## config.mk

```make
export PLATFORM = sky130hd
export DESIGN_NAME = bus_arbiter4way16
export DESIGN_NICKNAME = d
export VERILOG_FILES = /design/src/rtl/bus_arbiter4way16_pkg.sv /design/src/rtl/bus_arbiter4way16_mux4way16.sv /design/src/rtl/bus_arbiter4way16.sv
export SDC_FILE = /design/constraint.sdc
export NUM_CORES = 1
export LEC_CHECK = 0
export CAP_MARGIN = 20
export CORE_MARGIN = 4
export CORE_UTILIZATION = 34
export DETAILED_ROUTE_END_ITERATION = 7
export GPL_TIMING_DRIVEN = 0
export HOLD_SLACK_MARGIN = 0.06
export PLACE_DENSITY_LB_ADDON = 0.12
export SETUP_SLACK_MARGIN = 0.15
export SKIP_LAST_GASP = 1
export SYNTH_ARGS = -nofsm -noshare
export SYNTH_HDL_FRONTEND = slang
export SYNTH_HIERARCHICAL = 1
export SYNTH_SLANG_ARGS = --single-unit
```

## constraint.sdc

```tcl
create_clock -name clk -period 2.9 [get_ports clk]
set_input_delay 0.435 -clock clk [delete_from_list [all_inputs] [get_ports clk]]
set_output_delay 0.435 -clock clk [all_outputs]
set_load 0.1 [all_outputs]
```

## src/rtl/bus_arbiter4way16_pkg.sv

```systemverilog
// Shared types and helpers for the four-way round-robin bus arbiter.
// Holds the FSM state encoding, parameter defaults and the RR pick function.
package bus_arbiter4way16_pkg;

    typedef enum logic {
        ST_IDLE  = 1'b0,
        ST_GRANT = 1'b1
    } state_t;

    localparam int MAX_BURST_DEF = 4;
    localparam int CNT_W_DEF     = 4;

    // Returns {found, index}: first set bit searching from last+1 and wrapping
    // through last. Descending loop so the nearest candidate is written last.
    function automatic logic [2:0] rr_pick(input logic [3:0] req_v,
                                           input logic [1:0] last);
        logic [2:0] r;
        logic [1:0] idx;
        r = 3'b000;
        for (int k = 4; k >= 1; k--) begin
            idx = last + 2'(k);
            if (req_v[idx]) r = {1'b1, idx};
        end
        return r;
    endfunction

endpackage

```

## src/rtl/bus_arbiter4way16_mux4way16.sv

```systemverilog
// 16-bit four-input data mux that steers the owner's word onto the channel.
module mux4way16 (
    input  logic [15:0] a,
    input  logic [15:0] b,
    input  logic [15:0] c,
    input  logic [15:0] d,
    input  logic [1:0]  sel,
    output logic [15:0] out
);

    always_comb begin
        out = a;
        case (sel)
            2'd0: out = a;
            2'd1: out = b;
            2'd2: out = c;
            2'd3: out = d;
            default: out = a;
        endcase
    end

endmodule

```

## src/rtl/bus_arbiter4way16.sv

```systemverilog
// Round-robin arbiter sharing one 16-bit valid/ready channel among four
// requesters, with bounded bursts of MAX_BURST transfers per grant.
import bus_arbiter4way16_pkg::*;

module bus_arbiter4way16 #(
    parameter int MAX_BURST = MAX_BURST_DEF,
    parameter int CNT_W     = CNT_W_DEF
) (
    input  logic        clk,
    input  logic        reset,
    input  logic [3:0]  req,
    input  logic [15:0] a,
    input  logic [15:0] b,
    input  logic [15:0] c,
    input  logic [15:0] d,
    output logic [3:0]  gnt,
    output logic [3:0]  ack,
    output logic [15:0] y,
    output logic        out_valid,
    input  logic        out_ready,
    output logic [1:0]  sel
);

    state_t           r_state, w_state_nx;
    logic [1:0]       r_sel, w_sel_nx;
    logic [1:0]       r_last, w_last_nx;
    logic [CNT_W-1:0] r_beat, w_beat_nx;

    logic [3:0]       w_own_oh;
    logic             w_xfer;
    logic             w_burst_end;
    logic [2:0]       w_pick_all;
    logic [2:0]       w_pick_oth;

    assign w_own_oh    = 4'b0001 << r_sel;
    assign w_burst_end = (r_beat == CNT_W'(MAX_BURST - 1));
    // Normal pick starts after the last owner; end-of-burst pick excludes it.
    assign w_pick_all  = rr_pick(req, r_last);
    assign w_pick_oth  = rr_pick(req & ~w_own_oh, r_sel);

    // Reset masks the handshake so a reset cycle never completes a transfer.
    assign out_valid = (r_state == ST_GRANT) & req[r_sel] & ~reset;
    assign w_xfer    = out_valid & out_ready;
    assign ack       = {4{w_xfer}} & w_own_oh;
    assign gnt       = (r_state == ST_GRANT) ? w_own_oh : 4'b0000;
    assign sel       = r_sel;

    mux4way16 u_mux (
        .a   (a),
        .b   (b),
        .c   (c),
        .d   (d),
        .sel (r_sel),
        .out (y)
    );

    always_comb begin
        w_state_nx = r_state;
        w_sel_nx   = r_sel;
        w_last_nx  = r_last;
        w_beat_nx  = r_beat;
        case (r_state)
            ST_IDLE: begin
                if (w_pick_all[2]) begin
                    w_state_nx = ST_GRANT;
                    w_sel_nx   = w_pick_all[1:0];
                    w_last_nx  = w_pick_all[1:0];
                    w_beat_nx  = '0;
                end
            end
            ST_GRANT: begin
                if (w_xfer) begin
                    if (w_burst_end) begin
                        w_beat_nx = '0;
                        // No competitor: the same owner simply starts a new burst.
                        if (w_pick_oth[2]) begin
                            w_sel_nx  = w_pick_oth[1:0];
                            w_last_nx = w_pick_oth[1:0];
                        end
                    end else begin
                        w_beat_nx = r_beat + CNT_W'(1);
                    end
                end else if (!req[r_sel]) begin
                    w_beat_nx = '0;
                    if (w_pick_all[2]) begin
                        w_sel_nx  = w_pick_all[1:0];
                        w_last_nx = w_pick_all[1:0];
                    end else begin
                        w_state_nx = ST_IDLE;
                    end
                end
            end
            default: w_state_nx = ST_IDLE;
        endcase
    end

    always_ff @(posedge clk) begin
        if (reset) begin
            r_state <= ST_IDLE;
            r_sel   <= 2'd0;
            r_last  <= 2'd3;
            r_beat  <= '0;
        end else begin
            r_state <= w_state_nx;
            r_sel   <= w_sel_nx;
            r_last  <= w_last_nx;
            r_beat  <= w_beat_nx;
        end
    end

endmodule

```

Yosys cells after proc, flatten, opt, wreduce, memory -nomap -nowiden
Cells that the tools add are included.

Flip-flop bits (word level): 9. Bits of input ports: 71. Output and inout port bits: 27.

$add $sub $neg: 7. Order comparisons: 8. Equal/unequal tests: 8. Shifts and indexed selects: 1. Multiplexer cells: 47. Bitwise gates (word level): 8. Reductions and logical operators: 3.

Operator list (number): case mux 16 bit (4 select lines) (1); less-than comparator 2 x 3 -> 1 bit, second input constant (8); 2-to-1 mux 3 bit (8); 2-to-1 mux 4 bit (5); binary-select mux 1 bit (select 2 bit) (9); 2-to-1 mux 2 bit (8); 2-to-1 mux 1 bit (12); adder 2 bit, second input constant (4); AND 4 bit (2); case mux 2 bit (2 select lines) (2); case mux 4 bit (2 select lines) (1); inequality test 3 x 2 -> 1 bit, second input constant (2); adder 2 x 1 -> 2 bit, second input constant (2); adder 4 x 1 -> 4 bit, second input constant (1); equality test 2 bit, second input constant (2); equality test 4 x 2 -> 1 bit, second input constant (1); inverter 4 bit (1); << shifter 1 x 2 -> 4 bit, first input constant (1); AND 1 bit (3); inequality test 3 bit, second input constant (1); AND reduction 3 bit (1); equality test 2 x 1 -> 1 bit, second input constant (1); logical NOT 2 bit (1); inequality test 2 bit, second input constant (1); other kinds (3) (4).

Depth between registers and ports, before layout
Gate-level depths: netlist (run 1).

Depth after elaboration: 13. Gate-level depth with buffers: 8. Mapped depth without buffers: 7.

Cells and area by module
The synthesis (run 1) kept the hierarchy.

Modules (own cells, without submodules): bus_arbiter4way16 (instances 1, cells an instance 105, area an instance 843.3 um2, seq. area each 180.2 um2); mux4way16 (instances 1, cells an instance 20, area an instance 424.2 um2, seq. area each 0.0 um2).

Least setup slack after synthesis (run 1)
OpenSTA, ideal clock, no wires.

Kind: register to output. From: register r_sel[1], in the netlist sel[1]. To: output out_valid. Data arrival time: 2.862 ns. Path slack: -0.397 ns. Cell stages (with the launch flop): 5. Buffers on the path: 1. Cells stage by stage: dfxtp_1 > buf_4 > nand2_1 > o22a_4 > nor2_1.

Longest elaborated chain between the ends: 4.

Ends and longest elaborated chain: from (decl) (RTL line bus_arbiter4way16.sv:25) `logic [1:0] r_sel, w_sel_nx;`; from (signal assigned) (RTL line bus_arbiter4way16.sv:105) `r_sel <= w_sel_nx;`; binary-select mux 1 bit (select 2 bit) (RTL line bus_arbiter4way16.sv:42) `assign out_valid = (r_state == ST_GRANT) & req[r_sel] & ~reset;`; 2-to-1 mux 1 bit (implied by the code) (RTL line bus_arbiter4way16.sv:42); AND 1 bit (2 in a row) (RTL line bus_arbiter4way16.sv:42); to (decl) (RTL line bus_arbiter4way16.sv:19) `output logic out_valid,`.

No other way between the ends. The select of a mux whose other input is x is not followed.

Worst setup path after layout (run 1)
From: register r_sel[1], in the netlist sel[1]. To: output y[6].

Longest elaborated chain between the ends: 2. Elaborated cells on any way between the ends: 5. Those cells by class: eq/ne: 3; mux: 1; reduce/logical: 1.

Ends and longest elaborated chain: equality test 2 bit (tied with other cells) (RTL line bus_arbiter4way16_mux4way16.sv:13) `case (sel)`; case mux 16 bit (4 select lines) * (RTL line bus_arbiter4way16_mux4way16.sv:13); to (decl) (RTL line bus_arbiter4way16.sv:18) `output logic [15:0] y,`.

Mark *: on every way between the ends. The rest lies on a longest branch, timed or not.

==> impl_metrics.toml, run 1 <==
[detailed_routing]
drtIter0Drc = 43
vias_per_cell = 5.45
first_pass_iters = 4
wire_per_inst_microns = 18.3
ant_nets = 0
drc_errors = 0
drt-total-wl_mm = 4.96
vias = 1477

[floorplan]
coreArea_sq_um = 3470
initial_core_util_pct = 36.5
io_pins = 98
fp.dieH_microns = 69.1
placementRows = 21
dieArea_sq_um = 4770
die-width_microns = 69.1

[power_and_ir_drop]
power_density_nw_per_um2 = 469
clockPowerShare_pct = 13.4
switchingPower_uw = 599
p_leak_uw = 0.000942
switching_share_pct = 54.8
p_total_uw = 1090
internal-power_uw = 494
peakVddDrop_mv = 0.338
combPwrFrac_pct = 73.3
seqPwrFrac_pct = 13.3

[synth]
synthCells = 125
async_reset_ff_share_pct = 0
synth_seq_cells = 9
yosys_warnings = 6
seq_area_frac_synth_pct = 14.2
synth-edff-count = 0
ys.flop_type = "dfxtp_1"
yosysUniqueCellTypes = 42
synth.avg_cell_area_sq_um = 10.1
synth_nets = 201
synth_area_sq_um = 1270

[critical_path]
required_ps = 2470
crit_fanout = 10
cp-end-kind = "output pin"
critPathArrivalTime_ps = 2170
crit_type = "reg2out"
start_kind = "register"

[placed_design]
gp_congestion = 0.897
io_buffers = 96
dp_slack_ps = -858
hpwlAfterDp_mm = 4.15

[global_routing]
grt_pass1_wl_mm = 7.83
grt_max_degree = 11
grt-ovfl-total = 0
grt_pass1_vias = 1475
antenna_found_initial = 0
grt.total_usage_pct = 20.0

[layout]
drive_above_1_share_pct = 19.1
diodes = 0
fillers = 304
nets = 302
syn_to_final_growth_pct = 83.9

[sta]
final-setup-viol-count = 0
slew_headroom_pct = 33.5
period_minus_slack_ps = 2600
fmax_ghz = 0.384
slew_viol_final = 0
setup_slack_ps = 296
finalCritPeriodShare_pct = 89.8
finalHoldViolations = 0
fin_skew_ps = 11.1
tightest_slew_ps = 1000
tns_ps = 0
grt_setup_unrepaired = "false"

[cts]
clk_path_buf_depth = 2
numCtsBuffers = 3
postCtsSetupRepairBufs = 0
cts.htree.levels = 1
clock_latency_ps = 240
cts_root_buffer = "clkbuf_8"
hold_buffers = 0
cts.sinks = 9
clkSlewWorstSetupHoldPaths_ps = 50
cts_tree = "yes"

[min_path]
hp-class = "reg2reg"

[run_status]
status = "finished, final reports clean"

[run]
drv_cap = 0
-- power groups by stage --
stage / clock (uW) / sequential (uW) / combinational, uW
floorplan: 0 / 172 / 576
global placement: 0 / 148 / 821
detailed placement: 0 / 148 / 834
CTS: 149 / 146 / 803
global route: 155 / 147 / 832
finish: 147 / 145 / 801
-- cells by family after synthesis --
family | count (synthesis) | share of synthesized area [%]
AND/OR/NAND/NOR | 47 | 23.7
AO/OA/AOI/OAI | 30 | 15.8
multiplexers | 21 | 34.2
buffers and inverters | 13 | 7.20
flip-flops | 9 | 14.2
adder cells (fa/ha/maj) | 5 | 4.94
-- through the flow --
stage          instance area [sq um]  hold WS, ps  cells  utilization [%]
2_1_floorplan                   1280          471    125                -
3_3_place_gp                    2300          486    267             66.2
3_5_place_dp                    2300          502    267             66.2
4_1_cts                         2320          509    271             67.0
5_1_grt                         2330          543    271             67.2
6_report                        2330          512    271             67.2
-- metal layers --
metal / part of all wire [%] / track usage, % / up-vias / wire (microns)
met5: 0 / 0 / - / 0
met4: 1.3 / 2.39 / 0 / 62
met3: 10 / 8.28 / 6 / 505
met2: 45 / 32.1 / 100 / 2250
met1: 43 / 25.8 / 676 / 2140
li1: - / - / 695 / -
-- flip-flops by register name, indices dropped and copies added (netlist names) --
register	count
sel	2
r_state	1
r_beat	4
r_last	2
-- worst max-delay path, cell delays in order, from the launching register on --
cell and delay (ps):
dfxtp_2 360, buf_2 190, buf_2 270, mux4_2 230, dlygate4sd2_1 870
-- layout make-up --
cell class	count	area, sq um	share of cell area, %
Buffer	9	76.3	3.27
Clock buffer	3	41.3	1.77
Clock inverter	1	5.00	0.215
Inverter	4	15.0	0.644
Multi-Input combinational cell	103	1010	43.2
Sequential cell	9	183	7.84
Tap cell	46	57.6	2.47
Timing Repair Buffer	96	947	40.6
-- synthesized netlist by cell type, types with 2 or more instances --
cell / instances / area share, %
nand4_1: 2 / 0.99
o21ai_0: 8 / 3.2
nor2_1: 9 / 2.7
nor2b_1: 4 / 2.0
nand4b_1: 3 / 2.1
buf_4: 2 / 1.2
mux2i_1: 5 / 3.9
ha_1: 5 / 4.9
and2b_1: 2 / 1.2
a31oi_1: 3 / 1.5
a21oi_1: 8 / 3.2
buf_6: 2 / 1.8
nand2b_1: 5 / 2.5
mux4_1: 6 / 12
and2b_2: 2 / 1.4
dfxtp_1: 9 / 14
buf_2: 3 / 1.2
a22oi_1: 2 / 1.2
mux4_2: 10 / 18
inv_1: 4 / 1.2
and2_1: 8 / 3.9
nand2_1: 3 / 0.89
-- worst paths after layout --
check | start | end | depth (start not counted) | slack [ps]
worst max-delay path | sel[1] | y[6] | 4 | 300
worst min-delay path | r_beat[2] | r_beat[2] | 2 | 510
worst max register to register | sel[0] | sel[0] | 8 | 720
worst min register to register | r_beat[2] | r_beat[2] | 2 | 510
-- cell usage in the layout (no fill, tap or decap), types with 2 or more instances in the layout --
cell | Yosys | layout
buf_4 | 2 | 2
a21oi_1 | 8 | 8
a22oi_1 | 2 | 2
nor2_1 | 9 | 8
mux4_1 | 6 | 6
clkdlybuf4s50_1 | 0 | 69
mux2i_1 | 5 | 5
buf_6 | 2 | 6
nand2b_1 | 5 | 5
inv_1 | 4 | 4
dlymetal6s2s_1 | 0 | 2
mux4_2 | 10 | 10
nand4_1 | 2 | 2
and2_1 | 8 | 4
nand4b_1 | 3 | 3
dlygate4sd2_1 | 0 | 20
dfxtp_1 | 9 | 7
nand2_1 | 3 | 3
o21ai_0 | 8 | 8
a31oi_1 | 3 | 3
and2b_2 | 2 | 2
and2b_1 | 2 | 2
clkbuf_8 | 0 | 3
buf_2 | 3 | 3
and2_2 | 0 | 4
ha_1 | 5 | 5
nor2b_1 | 4 | 3
dfxtp_2 | 0 | 2
-- repair_timing --
action / CTS / global route
resized for setup: 51 / 3
hold endpoints to repair: 0 / 0
setup endpoints to repair: 24 / 4
Power figures use the tool's default switching activity.
==> inputs of run 2 (changes only) <==
--- a/config.mk
+++ b/config.mk
@@ -5,7 +5,7 @@
 export SDC_FILE = /design/constraint.sdc
 export NUM_CORES = 1
 export LEC_CHECK = 0
-export CAP_MARGIN = 20
+export ABC_CLOCK_PERIOD_IN_PS = 2900
 export CORE_MARGIN = 4
 export CORE_UTILIZATION = 34
 export DETAILED_ROUTE_END_ITERATION = 7
==> results of run 2 <==
The final DEF is identical to that of run 1; final timing and power are the same.
==> inputs of run 3 (changes only) <==
--- a/config.mk
+++ b/config.mk
@@ -6,6 +6,7 @@
 export NUM_CORES = 1
 export LEC_CHECK = 0
 export ABC_CLOCK_PERIOD_IN_PS = 2900
+export CORE_ASPECT_RATIO = 2
 export CORE_MARGIN = 4
 export CORE_UTILIZATION = 34
 export DETAILED_ROUTE_END_ITERATION = 7
==> run 3 against run 2 <==
Compared with the run above:
- via count grew 3.0%
- setup slack gained 8.2 ps
- hold slack gained 13 ps
- clock-buffer cell count grew 1
- critical path type unchanged
==> impl_metrics.toml, run 3 (synthesized netlist as in run 1, its figures left out) <==
[layout]
mostFrequentLayoutCells = "clkdlybuf4s50_1, dlygate4sd2_1, mux4_2"
fillers = 325
layout_commonest_cell = "clkdlybuf4s50_1"
largest_register_ffs = 4
final_cells = 274
regMostFlops = "r_beat"
nets = 302
drive_above_1_share_pct = 18.7
syn_to_final_growth_pct = 84.7
diodes = 0

[sta]
final-setup-viol-count = 0
tightest_slew_ps = 993
slew_viol_final = 0
finalHoldViolations = 0
period_minus_slack_ps = 2600
finalCritPeriodShare_pct = 89.5
grt_setup_unrepaired = "false"
fin_skew_ps = 0.295
fmax_ghz = 0.385
setup_slack_ps = 304
slew_headroom_pct = 33.6

[floorplan]
coreArea_sq_um = 3610
fp.dieH_microns = 94.3
io_pins = 98
placementRows = 31
die-width_microns = 51.2
initial_core_util_pct = 35.1
dieArea_sq_um = 4830

[power_and_ir_drop]
p_total_uw = 1090
power_density_nw_per_um2 = 466
p_leak_uw = 0.000955
peakVddDrop_mv = 0.366

[placed_design]
gp_congestion = 0.843
dp_slack_ps = -802
placed_cells = 270
io_buffers = 96
hpwlAfterDp_mm = 4.53

[detailed_routing]
ant_nets = 0
wire_per_inst_microns = 19.2
vias_per_cell = 5.55
drt-total-wl_mm = 5.26
drc_errors = 0
first_pass_iters = 5
drtIter0Drc = 48
vias = 1521

[min_path]
hp-class = "reg2reg"
hold_depth = 2

[global_routing]
grt_pass1_vias = 1585
grt_max_degree = 11
use_met1_pct = 19.8
grtUsageMet3_pct = 4.11
grt_use_met2_pct = 46.0
antenna_found_initial = 0
grt_pass1_wl_mm = 8.02
grt.total_usage_pct = 21.9
grt_busiest_layer = "met2"
grt-ovfl-total = 0

[critical_path]
cp-end-kind = "output pin"
critPathArrivalTime_ps = 2160
crit_slowest_cell = "dlygate4sd2_1"
start_kind = "register"
crit_fanout = 10
worst-r2r-cell-count = 8
path_cells = "buf_2 > buf_2 > mux4_2 > dlygate4sd2_1"
worst-path-stages = 4
crit_path_max_incr_delay_ps = 870
path_buf_inv = 3
crit_type = "reg2out"
crit_family = "buffers and inverters"
required_ps = 2470
rrSetupSlack_ps = 600
crit_top_cell = "buf_2"

[cts]
cts.htree.levels = 1
clock_latency_ps = 230
numCtsBuffers = 3
cts.sinks = 9
cts_tree = "yes"
cts_root_buffer = "clkbuf_8"
postCtsSetupRepairBufs = 0
clk_path_buf_depth = 2
clkSlewWorstSetupHoldPaths_ps = 40

[run_status]
status = "finished, final reports clean"

[run]
drv_cap = 0
-- run 3: cell types whose count changed in the layout (fill, tap and decap cells not counted) --
cell / before / now
clkbuf_1: 1 / 2
clkinv_2: 1 / 0
dlygate4sd2_1: 20 / 18
dlymetal6s2s_1: 2 / 4
-- run 3: final timing paths --
kind / from / end
max: sel[1] / y[9]
min: r_beat[3] / r_beat[3]
max reg2reg: sel[0] / sel[0]
min reg2reg: r_beat[3] / r_beat[3]
-- run 3: per-layer routing --
layer	vias up	part of all wire, %	wire length [microns]
li1	691	-	-
met1	708	33	1710
met2	108	58	3020
met3	14	8.3	435
met4	0	1.7	89
met5	-	0	0
-- run 3: timing repair --
item | 4_1_cts | 5_1_grt
hold buffers | 0 | 0
gates resized for setup | 49 | 5
setup endpoints to repair | 23 | 5
-- run 3: layout make-up --
| class | count | area (sq um) | share of cell area, % |
|---|---|---|---|
| clock buffers | 4 | 45.0 | 1.92 |
| repair buffers | 96 | 955 | 40.8 |
| well taps | 49 | 61.3 | 2.62 |
| multi-input cells | 103 | 1010 | 43.0 |
| flip-flops and latches | 9 | 183 | 7.80 |
| plain buffers | 9 | 76.3 | 3.26 |
| inverters | 4 | 15.0 | 0.641 |
-- run 3: per-stage QoR --
stage	utilization (%)	instance area (sq um)	hold slack, ps	setup TNS [ps]
after floorplan	-	1280	471	0
after global placement	63.8	2300	481	-3030
after detailed placement	63.8	2300	524	-3350
after CTS	64.5	2330	530	0
after global routing	64.9	2340	570	0
final	64.9	2340	525	0
-- run 3: report_power, final --
| part | switching (uW) | internal [uW] |
|---|---|---|
| combinational | 538 | 267 |
| clock | 45.2 | 95.4 |
| sequential | 10.5 | 135 |
| total | 594 | 498 |
-- run 3: worst reg2reg max path: stages (launching register included) --
cell and delay (ps):
dfxtp_2 340, buf_6 140, inv_1 120, ha_1 270
and3b_2 230, o21ai_0 280, a221oi_1 120, or4_4 540
a31oi_1 180
